`src/rtl/clock_pkg.sv`:
```
// Shared types and constants for the digital clock time-entry path.
package clock_pkg;

    localparam int unsigned TW = 6;

    localparam logic [TW-1:0] HOUR_MAX   = 6'd23;
    localparam logic [TW-1:0] MINSEC_MAX = 6'd59;

    localparam logic [1:0] FLD_NONE = 2'd0;
    localparam logic [1:0] FLD_HOUR = 2'd1;
    localparam logic [1:0] FLD_MIN  = 2'd2;
    localparam logic [1:0] FLD_SEC  = 2'd3;

    localparam int unsigned NBTN     = 5;
    localparam int unsigned BTN_TIME = 0;
    localparam int unsigned BTN_ALM  = 1;
    localparam int unsigned BTN_SEL  = 2;
    localparam int unsigned BTN_INC  = 3;
    localparam int unsigned BTN_DEC  = 4;

    typedef enum logic [2:0] {
        ST_IDLE,
        ST_SET_HOUR,
        ST_SET_MIN,
        ST_SET_SEC,
        ST_COMMIT
    } state_t;

    // Wrap-around step; simultaneous up and down cancel out.
    function automatic logic [TW-1:0] wrap_step(input logic [TW-1:0] val,
                                                input logic [TW-1:0] max,
                                                input logic          up,
                                                input logic          dn);
        logic [TW-1:0] res;
        res = val;
        if (up && !dn)
            res = (val == max) ? '0 : val + 1'b1;
        else if (dn && !up)
            res = (val == '0) ? max : val - 1'b1;
        return res;
    endfunction

endpackage

```
`src/rtl/btn_debounce.sv`:
```
// One raw push-button: 2-flop synchronizer, debounce counter and a
// single-cycle pulse on each debounced press.
module btn_debounce #(
    parameter int unsigned DEB_CYCLES = 16
) (
    input  logic clk,
    input  logic rst,
    input  logic i_btn,
    output logic o_press
);

    localparam int unsigned   CW       = 16;
    localparam logic [CW-1:0] CNT_LAST = CW'(DEB_CYCLES - 1);

    logic          r_sync1;
    logic          r_sync2;
    logic          r_level;
    logic          r_pulse;
    logic [CW-1:0] r_cnt;

    always_ff @(posedge clk) begin
        if (rst) begin
            r_sync1 <= 1'b0;
            r_sync2 <= 1'b0;
            r_level <= 1'b0;
            r_pulse <= 1'b0;
            r_cnt   <= '0;
        end else begin
            r_sync1 <= i_btn;
            r_sync2 <= r_sync1;
            r_pulse <= 1'b0;
            // Any sample agreeing with the current level restarts the run.
            if (r_sync2 != r_level) begin
                if (r_cnt == CNT_LAST) begin
                    r_level <= r_sync2;
                    r_cnt   <= '0;
                    r_pulse <= r_sync2;
                end else begin
                    r_cnt <= r_cnt + 1'b1;
                end
            end else begin
                r_cnt <= '0;
            end
        end
    end

    assign o_press = r_pulse;

endmodule

```
`src/rtl/time_setter.sv`:
```
// Button-driven hour/min/sec entry for the clock: debounced buttons walk the
// fields and a one-cycle time_c/alm_c strobe commits the edited value.
module time_setter
    import clock_pkg::*;
#(
    parameter int unsigned DEB_CYCLES = 16
) (
    input  logic          clk,
    input  logic          rst,
    input  logic          btn_time,
    input  logic          btn_alm,
    input  logic          btn_sel,
    input  logic          btn_inc,
    input  logic          btn_dec,
    output logic [TW-1:0] hour,
    output logic [TW-1:0] min,
    output logic [TW-1:0] sec,
    output logic          time_c,
    output logic          alm_c,
    output logic          editing,
    output logic [1:0]    field,
    output logic          target
);

    logic [NBTN-1:0] w_raw;
    logic [NBTN-1:0] w_press;

    assign w_raw = {btn_dec, btn_inc, btn_sel, btn_alm, btn_time};

    for (genvar g = 0; g < NBTN; g++) begin : g_deb
        btn_debounce #(.DEB_CYCLES(DEB_CYCLES)) u_deb (
            .clk    (clk),
            .rst    (rst),
            .i_btn  (w_raw[g]),
            .o_press(w_press[g])
        );
    end

    logic w_p_time, w_p_alm, w_p_sel, w_p_inc, w_p_dec, w_abort;

    assign w_p_time = w_press[BTN_TIME];
    assign w_p_alm  = w_press[BTN_ALM];
    assign w_p_sel  = w_press[BTN_SEL];
    assign w_p_inc  = w_press[BTN_INC];
    assign w_p_dec  = w_press[BTN_DEC];
    assign w_abort  = w_p_time | w_p_alm;

    state_t        r_state, w_state_nx;
    logic [TW-1:0] r_hour, r_min, r_sec;
    logic [TW-1:0] w_hour_nx, w_min_nx, w_sec_nx;
    logic          r_target, w_target_nx;
    logic          r_editing, w_editing_nx;
    logic [1:0]    r_field, w_field_nx;
    logic          r_time_c, w_time_c_nx;
    logic          r_alm_c, w_alm_c_nx;

    always_comb begin
        w_state_nx  = r_state;
        w_hour_nx   = r_hour;
        w_min_nx    = r_min;
        w_sec_nx    = r_sec;
        w_target_nx = r_target;
        case (r_state)
            ST_IDLE: begin
                if (w_p_time) begin
                    w_state_nx  = ST_SET_HOUR;
                    w_target_nx = 1'b0;
                end else if (w_p_alm) begin
                    w_state_nx  = ST_SET_HOUR;
                    w_target_nx = 1'b1;
                end
            end
            ST_SET_HOUR: begin
                if (w_abort) begin
                    w_state_nx = ST_IDLE;
                end else begin
                    w_hour_nx = wrap_step(r_hour, HOUR_MAX, w_p_inc, w_p_dec);
                    if (w_p_sel) w_state_nx = ST_SET_MIN;
                end
            end
            ST_SET_MIN: begin
                if (w_abort) begin
                    w_state_nx = ST_IDLE;
                end else begin
                    w_min_nx = wrap_step(r_min, MINSEC_MAX, w_p_inc, w_p_dec);
                    if (w_p_sel) w_state_nx = ST_SET_SEC;
                end
            end
            ST_SET_SEC: begin
                if (w_abort) begin
                    w_state_nx = ST_IDLE;
                end else begin
                    w_sec_nx = wrap_step(r_sec, MINSEC_MAX, w_p_inc, w_p_dec);
                    if (w_p_sel) w_state_nx = ST_COMMIT;
                end
            end
            ST_COMMIT: w_state_nx = ST_IDLE;
            default:   w_state_nx = ST_IDLE;
        endcase
    end

    // Status outputs are decoded from the next state so they register together with it.
    always_comb begin
        w_editing_nx = 1'b0;
        w_field_nx   = FLD_NONE;
        case (w_state_nx)
            ST_SET_HOUR: begin w_editing_nx = 1'b1; w_field_nx = FLD_HOUR; end
            ST_SET_MIN:  begin w_editing_nx = 1'b1; w_field_nx = FLD_MIN;  end
            ST_SET_SEC:  begin w_editing_nx = 1'b1; w_field_nx = FLD_SEC;  end
            default:     begin w_editing_nx = 1'b0; w_field_nx = FLD_NONE; end
        endcase
        w_time_c_nx = (w_state_nx == ST_COMMIT) && !w_target_nx;
        w_alm_c_nx  = (w_state_nx == ST_COMMIT) &&  w_target_nx;
    end

    always_ff @(posedge clk) begin
        if (rst) begin
            r_state   <= ST_IDLE;
            r_hour    <= '0;
            r_min     <= '0;
            r_sec     <= '0;
            r_target  <= 1'b0;
            r_editing <= 1'b0;
            r_field   <= FLD_NONE;
            r_time_c  <= 1'b0;
            r_alm_c   <= 1'b0;
        end else begin
            r_state   <= w_state_nx;
            r_hour    <= w_hour_nx;
            r_min     <= w_min_nx;
            r_sec     <= w_sec_nx;
            r_target  <= w_target_nx;
            r_editing <= w_editing_nx;
            r_field   <= w_field_nx;
            r_time_c  <= w_time_c_nx;
            r_alm_c   <= w_alm_c_nx;
        end
    end

    assign hour    = r_hour;
    assign min     = r_min;
    assign sec     = r_sec;
    assign time_c  = r_time_c;
    assign alm_c   = r_alm_c;
    assign editing = r_editing;
    assign field   = r_field;
    assign target  = r_target;

endmodule

```
`config.mk`:
```
export PLATFORM = sky130hd
export DESIGN_NAME = time_setter
export DESIGN_NICKNAME = d
export VERILOG_FILES = /design/src/rtl/clock_pkg.sv /design/src/rtl/btn_debounce.sv /design/src/rtl/time_setter.sv
export SDC_FILE = /design/constraint.sdc
export NUM_CORES = 1
export LEC_CHECK = 0
export ABC_AREA = 1
export ABC_CLOCK_PERIOD_IN_PS = 1900
export CAP_MARGIN = 10
export CELL_PAD_IN_SITES_DETAIL_PLACEMENT = 2
export CELL_PAD_IN_SITES_GLOBAL_PLACEMENT = 2
export CORE_AREA = 5 5 102 199
export DETAILED_ROUTE_END_ITERATION = 10
export DIE_AREA = 0 0 107 204
export DONT_BUFFER_PORTS = 1
export PLACE_DENSITY_LB_ADDON = 0.1
export REMOVE_ABC_BUFFERS = 1
export SYNTH_ARGS = -nofsm -noshare
export SYNTH_HDL_FRONTEND = slang
export SYNTH_SLANG_ARGS = --single-unit
```
`constraint.sdc`:
```
create_clock -name clk -period 1.9 [get_ports clk]
set_input_delay 0.095 -clock clk [delete_from_list [all_inputs] [get_ports clk]]
set_output_delay 0.095 -clock clk [all_outputs]
set_load 0.02 [all_outputs]
```
==> impl_results.md, run 1 <==
- Synth top area share: ~40%
- Seq/Total Area, Yosys: about two fifths
- Via-per-instance ratio: ~5.3
- Library cell with the highest instance count after synthesis: sky130_fd_sc_hd__nand2_1
- Routing usage on met3: slightly below 3%
- Max-cap violation count: 0
- Htree depth: 4
- First-pass GRT wire length: 33900 um
- Peak supply drop: about 0.63 mV
- Total Die Area: about 22000 sq um
- Total Negative Setup Slacks: 0 ns
- Kind of launch point of the worst setup path: flop
- Clock sinks: 127
- TritonCTS clock tree: yes
- Boundary Pins: 31
- Fraction of final layout cells with drive strength greater than 1: under 10%
- Worst hold path cell count: 3
- Final #Nets: 979
- Maximum number of pins on one net before global-route repair: 37
- Number of clock buffers inserted by TritonCTS: 17
- Biggest area consumer among synthesized cells: sky130_fd_sc_hd__dfxtp_1
- Number of rows in the core area: slightly above 70
- Number of warnings issued by yosys: 0
- Clock latency at the later pin of the worst-skew pair: about 0.43 ns
- Library cell used as clock root buffer: sky130_fd_sc_hd__clkbuf_16
- Number of global-route vias before repair: just over 7000
- Post-synthesis instance area: approximately 6500 sq um
- Drt initial violations: between 150 and 200
- Run status: finished clean
- Unique cell type count in the Yosys netlist: 37
- Final wirelength: 20200 um
- Count of vias placed by the detailed router: roughly 6300
- Critical Path AT: approximately 2.0 ns
- Syn Area/Cell: about 7 sq um
- Reg2reg start: hour[0]
- Horiz. Die Dim: approximately 110 um
- GRT Resource Usage Total: 19.4%
- Filler cell count in the final layout: ~2300
- Detailed-routing iteration count for the pre-antenna-repair pass: 4
- Worst-path fanout max: 4
- Depth of the most critical reg-to-reg path: 9
- EDFF count, synth: 0
- Synth-to-Final Area Change: 14.8%
- Power per standard cell area: ~830 nW/um^2
- Largest cells by area after synthesis: sky130_fd_sc_hd__dfxtp_1, sky130_fd_sc_hd__nand2_1, sky130_fd_sc_hd__inv_1
- Number of standard cells in the final layout excluding fillers: 1189
- Setup slack of the most critical reg-to-reg path: approximately 0.26 ns
- Hpwl dp: between 15000 and 20000 um
- Commonest cells in the synthesized netlist: sky130_fd_sc_hd__nand2_1, sky130_fd_sc_hd__dfxtp_1, sky130_fd_sc_hd__inv_1
- Routed Antenna Nets: 0
- Sequential Area: around 2500 sq um
- Proportion of synthesized flip-flops having asynchronous set or reset: 0%
- Final Wtd Congestion: about 0.84
- Seq cells post-synth: about 130
- Met1 Usage GRT: ~17%
- Maximum clock rate: 0.609 GHz
- Worst-case clock buffer depth: 2
- Antenna cell count: 0
- Worst hold slack: ~0.08 ns
- Placed instance area: just under 7000 sq um
- Overflow left after global routing: 0
- Post-route design area: between 7000 and 8000 sq um
- Clock-pin transition on the worst setup and hold timing paths: ~0.06 ns
- Antenna violations before repair: 0
- Starting density of the core: a little over a third
- Setup violation total in the final timing report: 0
- Transition at the pin with the smallest max-transition slack: between 0.5 and 0.6 ns
- Number of remaining DRC errors: 0
- Number of post-CTS setup repair buffers: 0
- Wire length per cell after detailed routing: about 17 um
- Number of cells upsized or downsized after cts: 0
- Setup repair after global routing missed its margin: false
- Path type of the worst min-delay path: in -> reg
- Hold EP: min[4]
- Endpoint of the most critical register-to-register path: hour[4]
- Clk_skew: between 0.006 and 0.007 ns
- Hold path startpoint: rst
- Max-slew violation count: 0
- Critical path endpoint category: flop
- Core area: roughly 19000 sq um
- Req. time, crit path: 2.23 ns
- Worst setup path category: reg -> reg
- Gate count after technology mapping: ~940
- Shortest clock period the worst path allows after layout: 1.64 ns
- DP Cell Count: about 1200
- Period Utilization, post-route: between 80% and 90%
- Worst-case headroom to the max-slew limit: 65.1%
- GR met2 Demand/Resource: roughly 41%
- Fin. Hold Viols: 0
- Static Leak: around 0.0027 uW
- Die boundary height: 204 um
- GR peak layer: met2
- Flip-flop cell with the highest count after synthesis: sky130_fd_sc_hd__dfxtp_1
- Count of buffers from port buffering: 0
- Area occupied by multi-input gates: 3370 sq um
==> through the flow <==
step           util (%)  total power (uW)  setup WS [ns]
2_1_floorplan         -              2770          0.492
3_3_place_gp       36.4              2790          0.339
3_5_place_dp       36.4              2790          0.266
4_1_cts            40.2              6350          0.234
5_1_grt            40.2              6470         0.0477
6_report           40.2              6260          0.259
==> critical path: stages, from the launching register on <==
cell                      delay [ns]
sky130_fd_sc_hd__dfxtp_1        0.42
sky130_fd_sc_hd__buf_4          0.20
sky130_fd_sc_hd__ha_1           0.18
sky130_fd_sc_hd__nand2_1        0.10
sky130_fd_sc_hd__inv_1          0.12
sky130_fd_sc_hd__nand4_1        0.16
sky130_fd_sc_hd__nand3_1        0.15
sky130_fd_sc_hd__nand3_1        0.11
sky130_fd_sc_hd__nand2_1        0.09
sky130_fd_sc_hd__inv_1          0.03
==> routing by layer <==
| metal | vias up | wire length (um) |
|---|---|---|
| li1 | 3092 | - |
| met1 | 3116 | 7080 |
| met2 | 82 | 12100 |
| met3 | 43 | 374 |
| met4 | 0 | 587 |
| met5 | - | 0 |
==> cell usage in the layout (no fill, tap or decap), drive strengths merged <==
cell type and instances:
nand2 194, inv 131, dfxtp 127, nor2 125, nand3 84, a21oi 80, nor3 44, nand4 41
o21ai 32, clkbuf 18, xor2 15, ha 15, buf 14, xnor2 9, clkinv 7, dlygate4sd3 6
or2 6, nand3b 5, clkinvlp 4, bufinv 4, a31oi 3, nor4 2, nor3b 1, o21bai 1
a21o 1, a21boi 1
==> state kept, by name (all words and copies together) (netlist names), 2 cells and up <==
name / flops
g_deb.u_deb.r_sync2: 5
g_deb.u_deb.o_press: 5
g_deb.u_deb.r_cnt: 80
field: 2
sec: 6
g_deb.u_deb.r_level: 5
hour: 6
r_state: 3
min: 6
g_deb.u_deb.r_sync1: 5
==> layout make-up <==
class,count,share of cell area [%]
timing repair buffer,20,2.37
clock inverter,14,2.56
sequential,127,33.9
tap,219,3.66
multi-input combinational,659,45.0
clock buffer,18,5.86
inverter,132,6.61
==> worst max-delay path by stage <==
stage / start / endpoint / slack (ns) / cells after the start
floorplan: sec[0] / sec[1] / 0.49 / 5
global placement: g_deb[4].u_deb.r_cnt[0] / g_deb[4].u_deb.r_cnt[2] / 0.34 / 8
detailed placement: g_deb[4].u_deb.r_cnt[0] / g_deb[4].u_deb.r_cnt[9] / 0.27 / 8
CTS: g_deb[4].u_deb.r_cnt[0] / g_deb[4].u_deb.r_cnt[7] / 0.23 / 8
global route: g_deb[4].u_deb.r_cnt[0] / g_deb[4].u_deb.r_cnt[7] / 0.05 / 8
finish: hour[0] / hour[4] / 0.26 / 9
==> report_power, final <==
group | internal, uW | switching [uW] | total [uW]
clock | 2220 | 1270 | 3500
sequential | 2680 | 7.84 | 2680
combinational | 24.1 | 49.2 | 73.3
==> logic make-up (layout without fill, tap and decap cells) <==
kind of cell	after synthesis	count (layout)	share of synthesized area [%]
AND/OR/NAND/NOR	502	502	36.0
buffers and inverters	151	184	9.41
flip-flops	127	127	38.9
AO/OA/AOI/OAI	118	118	9.52
XOR/XNOR	24	24	3.22
adder cells (fa/ha/maj)	15	15	2.87
==> what timing repair did <==
| action | CTS | global route |
|---|---|---|
| hold endpoints to repair | 36 | 0 |
| setup endpoints to repair | 0 | 0 |
| hold buffers | 7 | 0 |
Power figures use the tool's default switching activity.
==> run 2, diff against run 1 <==
--- a/config.mk
+++ b/config.mk
@@ -6,13 +6,13 @@
 export NUM_CORES = 1
 export LEC_CHECK = 0
 export ABC_AREA = 1
-export ABC_CLOCK_PERIOD_IN_PS = 1900
+export ABC_CLOCK_PERIOD_IN_PS = 1360
 export CAP_MARGIN = 10
 export CELL_PAD_IN_SITES_DETAIL_PLACEMENT = 2
 export CELL_PAD_IN_SITES_GLOBAL_PLACEMENT = 2
-export CORE_AREA = 5 5 102 199
+export CORE_AREA = 5 5 106 207
 export DETAILED_ROUTE_END_ITERATION = 10
-export DIE_AREA = 0 0 107 204
+export DIE_AREA = 0 0 111 212
 export DONT_BUFFER_PORTS = 1
 export PLACE_DENSITY_LB_ADDON = 0.1
 export REMOVE_ABC_BUFFERS = 1
==> constraint.sdc (replaced) <==
create_clock -name clk -period 1.36 [get_ports clk]
set_input_delay 0.068 -clock clk [delete_from_list [all_inputs] [get_ports clk]]
set_output_delay 0.068 -clock clk [all_outputs]
set_load 0.02 [all_outputs]
==> run 2 against run 1 <==
  * The flow now finishes with violations (negative setup slack)
  * Clock skew increased by 0.0042 ns
  * Combinational power increased by 150%
  * Routed wire length is 46% higher
  * Global-route usage grew 2.5 points
  * Final cell count increased by 15%
  * Largest cell class unchanged
==> impl_results.md, run 2 (synthesized netlist as in run 1, its figures left out) <==
- Clock sinks: 127
- TritonCTS clock tree: yes
- Final core utilization: between 40% and 50%
- Max reg flops: 80
- Worst setup path category: reg -> reg
- GRT Resource Usage Total: between 20% and 30%
- Max-slew violation count: 0
- Htree depth: 4
- First-pass GRT wire length: 40900 um
- Clock-pin transition on the worst setup and hold timing paths: approximately 0.060 ns
- Placed instance area: roughly 7600 sq um
- Final wirelength: 29400 um
- Met2 routed wirelength: around 18000 um
- Register with the highest flop count: g_deb.u_deb.r_cnt
- Req. time, crit path: approximately 1.7 ns
- Worst-case headroom to the max-slew limit: 59.6%
- Minimum setup slack after placement: -0.165 ns
- Number of clock buffers inserted by TritonCTS: 17
- Most frequent standard cell in the layout excluding fill and tap cells: sky130_fd_sc_hd__nand2_1
- Fin. Hold Viols: 0
- Count of vias placed by the detailed router: approximately 7100
- Highest-delay cell along the critical path: sky130_fd_sc_hd__dfxtp_4
- Worst path top cell family by delay: simple AND/OR/NAND/NOR gates
- Maximum number of pins on one net before global-route repair: 39
- Setup repair after global routing missed its margin: true
- Number of remaining DRC errors: 0
- Drt initial violations: 180
- Buf/Inv on CP: 2
- Antenna cell count: 0
- Static Leak: roughly 0.0037 uW
- Via-per-instance ratio: roughly 5.2
- Boundary Pins: 31
- Post-route design area: 9650 sq um
- Number of rows in the core area: 74
- Routed Antenna Nets: 0
- Power after layout: 8490 uW
- Crit path launch: hour[0]
- Top library cells by usage in the layout, fill and taps aside: sky130_fd_sc_hd__nand2_1, sky130_fd_sc_hd__buf_4, sky130_fd_sc_hd__inv_1
- Shortest clock period the worst path allows after layout: around 1.6 ns
- Final #Nets: between 1000 and 1500
- Clock latency at the later pin of the worst-skew pair: 0.44 ns
- Maximum cell stage delay along the critical path: about 0.36 ns
- Critical path endpoint category: flop
- Top layer used by detailed routing: met4
- Worst-case clock buffer depth: 2
- Worst-path fanout max: 4
- Failing checks: negative setup slack
- Fraction of final layout cells with drive strength greater than 1: between 30% and 40%
- Die boundary height: between 200 and 250 um
- Clk_skew: between 0.01 and 0.015 ns
- Run status: finished with violations
- Hold path startpoint: rst
- Path type of the worst min-delay path: in -> reg
- Starting density of the core: between 30 and 40%
- Setup violation total in the final timing report: 76
- Total Die Area: about 24000 sq um
- Peak supply drop: between 0.8 and 0.9 mV
- Critical Path AT: between 1.5 and 2 ns
- Hpwl dp: 17800 um
- Final Worst Setup Slack: -0.195 ns
- Synth-to-Final Area Change: 47.8%
- Kind of launch point of the worst setup path: flop
- Transition at the pin with the smallest max-transition slack: 0.605 ns
- Worst hold slack: 0.112 ns
- Wire length per cell after detailed routing: 21.5 um
- Reg2reg start: hour[0]
- Detailed-routing iteration count for the pre-antenna-repair pass: 4
- Overflow left after global routing: 0
- Cells along the critical path: inv_2 > ha_1 > nand4_1 > buf_4 > a21oi_2 > nor2_2 > nor2_1
- Power per standard cell area: 879 nW/um^2
- Max-cap violation count: 0
- Horiz. Die Dim: roughly 110 um
- Number of global-route vias before repair: between 8000 and 9000
- Wire length the detailed router placed on met1: 9710 um
- Final Wtd Congestion: ~0.90
- Count of buffers from port buffering: 0
- Library cell used as clock root buffer: sky130_fd_sc_hd__clkbuf_16
- Core area: about 20000 sq um
- Maximum clock rate: about 0.64 GHz
- Period Utilization, post-route: 114%
- Antenna violations before repair: 0
- Met3 Routed Length: roughly 580 um
## run 2: cell count changes in the layout (fill, tap and decap cells not counted), moves of 17 or more
cell | before | now
sky130_fd_sc_hd__inv_1 | 125 | 99
sky130_fd_sc_hd__buf_4 | 13 | 121
sky130_fd_sc_hd__inv_2 | 6 | 23
sky130_fd_sc_hd__a21oi_1 | 75 | 33
sky130_fd_sc_hd__a21oi_2 | 5 | 46
sky130_fd_sc_hd__dfxtp_1 | 127 | 97
sky130_fd_sc_hd__o21ai_0 | 32 | 13
sky130_fd_sc_hd__nor2_1 | 112 | 82
sky130_fd_sc_hd__nand2_1 | 183 | 164
sky130_fd_sc_hd__dfxtp_2 | 0 | 19
sky130_fd_sc_hd__nor3_1 | 38 | 20
## run 2: repair_timing
item | CTS | global route
buffers inserted | 25 | 19
resized for setup | 126 | 193
hold endpoints to repair | 76 | 0
setup endpoints to repair | 108 | 110
gates cloned | 4 | 1
pin swaps | 24 | 56
hold buffers | 7 | 0
## run 2: worst paths after layout
check                                end  slack, ns  depth (start not counted)
setup reg to reg                 hour[0]      -0.19                          7
hold / removal                    sec[1]       0.11                          3
hold reg to reg   g_deb[2].u_deb.r_sync2       0.42                          2
setup / recovery                 hour[0]      -0.19                          7
## run 2: through the flow
stage	cells	TNS, ns
2_1_floorplan	918	-0.228
6_report	1368	-3.87
4_1_cts	1354	-2.95
5_1_grt	1368	-9.70
3_3_place_gp	1288	-0.482
3_5_place_dp	1288	-8.78
## run 2: final cells by class
class	count	area, sq um
inverter	132	520
tap	266	333
timing repair buffer	153	1360
multi-input combinational	660	4250
clock buffer	23	488
sequential	127	2610
fill	2246	10600
clock inverter	7	85.1
## run 2: power breakdown
group	total, uW	switching [uW]	internal [uW]
Sequential	3730	13.6	3720
Combinational	183	108	74.4
Clock	4570	1720	2850
Total	8490	1840	6640
## run 2: worst register-to-register path: stages (launching register included)
cell and delay (ns):
sky130_fd_sc_hd__dfxtp_4 0.36, sky130_fd_sc_hd__inv_2 0.11, sky130_fd_sc_hd__ha_1 0.19, sky130_fd_sc_hd__nand4_1 0.23
sky130_fd_sc_hd__buf_4 0.22, sky130_fd_sc_hd__a21oi_2 0.17, sky130_fd_sc_hd__nor2_2 0.06, sky130_fd_sc_hd__nor2_1 0.13
## run 2: routing by layer
layer	up-vias	global-route usage, %
li1	3360	-
met2	128	47.7
met4	0	9.44
met3	86	3.82
met1	3574	18.3
met5	-	0
